**config.mk**
```make
export PLATFORM = sky130hd
export DESIGN_NAME = exmem_reg
export DESIGN_NICKNAME = d
export VERILOG_FILES = /design/src/rtl/exmem_reg_pkg.sv /design/src/rtl/exmem_reg_dffw.sv /design/src/rtl/exmem_reg.sv
export SDC_FILE = /design/constraint.sdc
export NUM_CORES = 1
export LEC_CHECK = 0
export CAP_MARGIN = 20
export CELL_PAD_IN_SITES_DETAIL_PLACEMENT = 1
export CELL_PAD_IN_SITES_GLOBAL_PLACEMENT = 1
export CORE_MARGIN = 3
export CORE_UTILIZATION = 28
export DETAILED_ROUTE_END_ITERATION = 10
export PLACE_DENSITY_LB_ADDON = 0.2
export REMOVE_ABC_BUFFERS = 1
export SKIP_CTS_REPAIR_TIMING = 1
export SLEW_MARGIN = 5
export SYNTH_ARGS = -nofsm -noshare
export SYNTH_HDL_FRONTEND = slang
export SYNTH_SLANG_ARGS = --single-unit
```
**constraint.sdc**
```tcl
create_clock -name clk -period 2.2 [get_ports clk]
set_input_delay 0.66 -clock clk [delete_from_list [all_inputs] [get_ports clk]]
set_output_delay 0.66 -clock clk [all_outputs]
set_load 0.05 [all_outputs]
```
**src/rtl/exmem_reg_pkg.sv**
```systemverilog
// Shared definitions for the EX/MEM pipeline register: bubble instruction,
// stage state encoding and the validity gate applied to control bits.
package exmem_reg_pkg;

  // Instruction word placed in the stage on reset, flush or an invalid capture.
  localparam logic [15:0] NOP_INSTR_DEF = 16'h0800;

  // Number of gated control bits: mem_write, mem_read, mem_to_reg, reg_write, dump.
  localparam int CTRL_BITS = 5;

  typedef enum logic {
    RUN    = 1'b0,
    HALTED = 1'b1
  } state_t;

  // A control bit may only reach the MEM stage if its instruction is real.
  function automatic logic [CTRL_BITS-1:0] gate_ctrl(input logic [CTRL_BITS-1:0] ctrl,
                                                     input logic valid);
    return ctrl & {CTRL_BITS{valid}};
  endfunction

endpackage

```
**src/rtl/exmem_reg_dffw.sv**
```systemverilog
// Width-parameterised enable flop with synchronous active-high reset.
module dffw #(
  parameter int W = 16,
  parameter logic [W-1:0] RST_VAL = '0
) (
  input  logic         clk,
  input  logic         rst,
  input  logic         en,
  input  logic [W-1:0] d,
  output logic [W-1:0] q
);

  // Load d when enabled, hold otherwise; reset has priority.
  always_ff @(posedge clk) begin
    if (rst) begin
      q <= RST_VAL;
    end else if (en) begin
      q <= d;
    end else begin
      q <= q;
    end
  end

endmodule

```
**src/rtl/exmem_reg.sv**
```systemverilog
// EX/MEM pipeline register with stall, bubble insertion and a halt state
// entered once a valid dump instruction has been captured.
module exmem_reg
  import exmem_reg_pkg::*;
#(
  parameter int          WIDTH     = 16,
  parameter logic [15:0] NOP_INSTR = NOP_INSTR_DEF
) (
  input  logic             clk,
  input  logic             rst,
  input  logic             en,
  input  logic             flush,
  input  logic             valid_in,
  input  logic [15:0]      instr_in,
  input  logic [WIDTH-1:0] alu_out_in,
  input  logic [WIDTH-1:0] B_in,
  input  logic [WIDTH-1:0] pc_inc_in,
  input  logic [2:0]       wr_reg_in,
  input  logic             mem_write_in,
  input  logic             mem_read_in,
  input  logic             mem_to_reg_in,
  input  logic             reg_write_in,
  input  logic             dump_in,
  output logic [15:0]      instr_out,
  output logic [WIDTH-1:0] alu_out_out,
  output logic [WIDTH-1:0] B_out,
  output logic [WIDTH-1:0] pc_inc_out,
  output logic [2:0]       wr_reg_out,
  output logic             mem_write_out,
  output logic             mem_read_out,
  output logic             mem_to_reg_out,
  output logic             reg_write_out,
  output logic             dump_out,
  output logic             valid_out,
  output logic             halted
);

  state_t state;
  state_t state_next;

  logic        is_halted;
  logic        capture;
  logic        data_load;
  logic        ctrl_load;
  logic [15:0] instr_d;
  logic [5:0]  ctrl_d;
  logic [5:0]  ctrl_q;

  // Decide which fields load this edge and what the instruction/control fields receive.
  always_comb begin
    is_halted = (state == HALTED);
    capture   = ~is_halted & ~flush & en;
    data_load = capture;
    ctrl_load = ~is_halted & (flush | en);
    instr_d   = NOP_INSTR;
    ctrl_d    = 6'b000000;
    if (flush) begin
      instr_d = NOP_INSTR;
      ctrl_d  = 6'b000000;
    end else begin
      instr_d = valid_in ? instr_in : NOP_INSTR;
      ctrl_d  = {valid_in,
                 gate_ctrl({mem_write_in, mem_read_in, mem_to_reg_in,
                            reg_write_in, dump_in}, valid_in)};
    end
  end

  // Next-state logic: a captured valid dump freezes the stage until reset.
  always_comb begin
    state_next = state;
    case (state)
      RUN: begin
        if (capture && valid_in && dump_in) begin
          state_next = HALTED;
        end else begin
          state_next = RUN;
        end
      end
      HALTED:  state_next = HALTED;
      default: state_next = RUN;
    endcase
  end

  // State register.
  always_ff @(posedge clk) begin
    if (rst) begin
      state <= RUN;
    end else begin
      state <= state_next;
    end
  end

  assign halted = (state == HALTED);

  dffw #(.W(16), .RST_VAL(NOP_INSTR)) u_instr (
    .clk(clk), .rst(rst), .en(ctrl_load), .d(instr_d), .q(instr_out)
  );

  dffw #(.W(6), .RST_VAL(6'b000000)) u_ctrl (
    .clk(clk), .rst(rst), .en(ctrl_load), .d(ctrl_d), .q(ctrl_q)
  );

  dffw #(.W(WIDTH), .RST_VAL({WIDTH{1'b0}})) u_alu (
    .clk(clk), .rst(rst), .en(data_load), .d(alu_out_in), .q(alu_out_out)
  );

  dffw #(.W(WIDTH), .RST_VAL({WIDTH{1'b0}})) u_b (
    .clk(clk), .rst(rst), .en(data_load), .d(B_in), .q(B_out)
  );

  dffw #(.W(WIDTH), .RST_VAL({WIDTH{1'b0}})) u_pc (
    .clk(clk), .rst(rst), .en(data_load), .d(pc_inc_in), .q(pc_inc_out)
  );

  dffw #(.W(3), .RST_VAL(3'b000)) u_wr_reg (
    .clk(clk), .rst(rst), .en(data_load), .d(wr_reg_in), .q(wr_reg_out)
  );

  assign valid_out      = ctrl_q[5];
  assign mem_write_out  = ctrl_q[4];
  assign mem_read_out   = ctrl_q[3];
  assign mem_to_reg_out = ctrl_q[2];
  assign reg_write_out  = ctrl_q[1];
  assign dump_out       = ctrl_q[0];

endmodule

```
==> metrics list <==
- The run finished with clean final reports.
- The first detailed-routing pass ran for 5 iterations.
- The routed design could run at a clock period as short as about 2200 ps.
- Port buffering added 150 buffers.
* Sequence of cells on the critical path: clkdlybuf4s50_1
- Required time of the worst setup path: between 1500 and 2000 ps
- Of the total power, registers draw a little under half.
- Die width: between 100 and 150 um
- Part of the total power dissipated in the clock network: approximately a third
* First-iteration detailed-routing DRC count: 77
* Slew margin rel.: 63.0%
- Remaining number of nets flagged by the antenna check after routing: 0
- Number of buffers and inverters on the critical path: 1
- Kind of cell with the highest combined delay on the critical path: buffers and inverters
* Leading post-synthesis cells by cell area: sky130_fd_sc_hd__dfxtp_1 58%, sky130_fd_sc_hd__nand2_1 16%, sky130_fd_sc_hd__a21oi_1 11%, sky130_fd_sc_hd__a22o_1 5.5%, sky130_fd_sc_hd__buf_2 2.2%
* Gate power share: between 10% and 20%
- Across the run, the number of max-cap violations was 0.
- Number of I/O pins: roughly 150
- Clock tree root driver cell: sky130_fd_sc_hd__clkbuf_8
* Number of synthesized flops with an enable pin: 0
* Final count of negative-setup-slack endpoints: 0
* Post-route setup slack: 48.0 ps
- Highest ir drop seen on vdd: about 0.25 mV
- Top cells by instance count after synthesis: 107 x sky130_fd_sc_hd__nand2_1, 74 x sky130_fd_sc_hd__dfxtp_1, 56 x sky130_fd_sc_hd__a21oi_1
- Post-synth ARST share: 0%
- Worst skew pair latency: 350 ps
- Area inside the core boundary: a little under 9000 um2
- Kind of path behind the tightest hold check: register to register
- Yosys cell types: 21
- After clock tree synthesis, the clock-pin slew on the worst setup and hold paths is ~70 ps.
- Summing every instance area after synthesis gives between 2000 and 3000 um2.
- Number of antenna violations at the first check in global routing: 0
- Leak Pwr: roughly 2.3 nW
* Sequential cell area fraction in the yosys report: 58.4%
* Maximum number of pins on one net before global-route repair: 52
* Worst path arrival time: 1490 ps
- CTS tree: built
- DRC violations left: 0
* Fin crit share: 97.8%
- Global-route wire length before repair: 12700 um
* Number of failing hold endpoints at the final stage: 0
- After detailed routing, the total wire length is just over 8000 um.
- Antenna diode count: 0
* Filler Cells Inserted: 1012
- The worst setup path is of the register to primary output kind.
- At the end of the flow the core is filled with cells to approximately half.
- Prior to clock tree synthesis, the placed netlist has a worst setup slack of about 3.7 ps.
- The via count of the first global-routing pass came to about 2600.
* Pwr Density: about 680 nW/um2
- Yosys instantiated no cell more often than sky130_fd_sc_hd__nand2_1.
* Final number of max-transition violations: 0
* P&R area growth vs syn: 74.3%
- Dividing the detail-routed wire length by the instance count gives between 10 and 15 um.
- Post-detail-place hpwl: between 5000 and 6000 um
* Synthesized area per cell: just under 9 um2
* Highest attainable clock frequency: ~0.46 GHz
- Measured along the y axis, the die boundary spans 101 um.
* Crit start category: register
- Setup skew after layout: approximately 14 ps
* Overall global routing resource usage: ~16%
* Psw: roughly 0.86 mW
- The total overflow left after global routing is 0.
* Delay of the slowest critical-path stage: around 810 ps
* Switching part of the total: about 28%
- Synthesized instance count: ~290
* CP endpoint kind: primary output
* Full die area: around 10000 um2
- Once the floorplan was initialized, standard cells occupied 28.9% of the core.
* Floorplan row count: 34
- Placer congestion estimate: approximately 0.68
- In this run, synthesis produced a sequential element count of 74.
- Fin Setup TNS: 0 ps
- After detailed routing, the number of vias per cell comes to roughly 4.6.
* Total CTS buffers: 9
* Count of yosys warnings during synthesis: 0
- Standard cell with the maximum stage delay on the critical path: sky130_fd_sc_hd__clkdlybuf4s50_1
- Via total after detailed routing: ~2500
- Area share of the largest cell type after synthesis: between 50% and 60%
- CTS built an H-tree with a depth of 3.
- Ys flop type: sky130_fd_sc_hd__dfxtp_1
* Maximum fanout encountered on the critical timing path: 2
* Synth area leader: sky130_fd_sc_hd__dfxtp_1
* Internal power contribution: approximately 2.2 mW
* Maximum clock path buffer count: 2
* Final net count: ~520
- Actual transition at the worst max-transition pin: between 500 and 600 ps
* Share of post-route cells with drive strength above 1: under 10%
- CTS saw between 70 and 80 sinks.
- Hold timing on the final database bottoms out at a slack of around 450 ps.
- After layout, the design draws a total of 3.02 mW.
==> layout by cell type, fill, tap and decap left out <==
cell type / Yosys / final
sky130_fd_sc_hd__a22o_1: 16 / 16
sky130_fd_sc_hd__clkinv_2: 0 / 4
sky130_fd_sc_hd__inv_1: 1 / 1
sky130_fd_sc_hd__nand3_1: 5 / 5
sky130_fd_sc_hd__o21ba_2: 1 / 1
sky130_fd_sc_hd__nor2_1: 1 / 1
sky130_fd_sc_hd__nand2_1: 107 / 107
sky130_fd_sc_hd__dlymetal6s2s_1: 0 / 39
sky130_fd_sc_hd__nor3b_4: 0 / 1
sky130_fd_sc_hd__buf_2: 11 / 1
sky130_fd_sc_hd__buf_4: 2 / 17
sky130_fd_sc_hd__a31oi_1: 1 / 1
sky130_fd_sc_hd__clkdlybuf4s50_1: 0 / 99
sky130_fd_sc_hd__dfxtp_1: 74 / 74
sky130_fd_sc_hd__o21bai_1: 1 / 1
sky130_fd_sc_hd__or3b_2: 0 / 1
sky130_fd_sc_hd__a21oi_1: 56 / 56
sky130_fd_sc_hd__clkbuf_8: 0 / 9
sky130_fd_sc_hd__nor2b_2: 1 / 1
sky130_fd_sc_hd__buf_12: 0 / 3
sky130_fd_sc_hd__and4b_1: 1 / 1
sky130_fd_sc_hd__nor2_4: 1 / 1
sky130_fd_sc_hd__nor3_1: 1 / 1
sky130_fd_sc_hd__bufinv_16: 0 / 1
sky130_fd_sc_hd__a21o_1: 1 / 1
sky130_fd_sc_hd__clkinv_4: 0 / 1
==> sequential cells by signal (all words and copies together) (netlist names) <==
name        count
u_ctrl.q        6
u_pc.q         16
halted          1
u_wr_reg.q      3
u_b.q          16
u_instr.q      16
u_alu.q        16
==> cells by family after synthesis <==
| kind of cell | count (synthesis) | share of synthesized area, % |
|---|---|---|
| AOI/OAI and AO/OA | 76 | 17.8 |
| buffers and inverters | 23 | 4.54 |
| DFF | 74 | 58.4 |
| and+or+nand+nor | 119 | 19.2 |
==> layer usage <==
metal / vias to the layer above / part of all wire [%] / GRT usage (%)
met1: 1169 / 44 / 20.1
met5: - / 0 / 0
li1: 1258 / - / -
met2: 107 / 45 / 24.1
met4: 0 / 1.1 / 5.52
met3: 9 / 10 / 6.61
==> stage by stage <==
step,instance area (um2),instances
detailed placement,4140,537
global placement,4140,537
floorplan,2420,270
CTS,4320,552
global route,4420,552
finish,4420,552
==> power by group through the flow <==
stage	registers (mW)	clock network (mW)	logic, mW
4_1_cts	1.42	1.04	0.602
5_1_grt	1.43	1.10	0.630
2_1_floorplan	1.64	0	0.0966
3_5_place_dp	1.45	0	0.600
6_report	1.42	1.01	0.592
3_3_place_gp	1.45	0	0.595
==> path summary, 6_finish.rpt <==
path / start / cells past startpoint / slack, ps / endpoint
worst max-delay path: u_pc.q[5] / 1 / 50 / pc_inc_out[5]
worst min-delay path: u_pc.q[3] / 2 / 450 / u_pc.q[3]
worst max register to register: halted / 4 / 770 / u_pc.q[8]
worst min register to register: u_pc.q[3] / 2 / 450 / u_pc.q[3]
==> layout make-up <==
class | instances | area (um2) | share of cell area (%)
timing repair buffer | 159 | 1670 | 37.8
sequential | 74 | 1480 | 33.5
multi-input combinational | 195 | 945 | 21.4
tap | 108 | 135 | 3.06
clock buffer | 9 | 124 | 2.80
clock inverter | 6 | 58.8 | 1.33
inverter | 1 | 3.75 | 0.0849
Power figures use the tool's default switching activity.
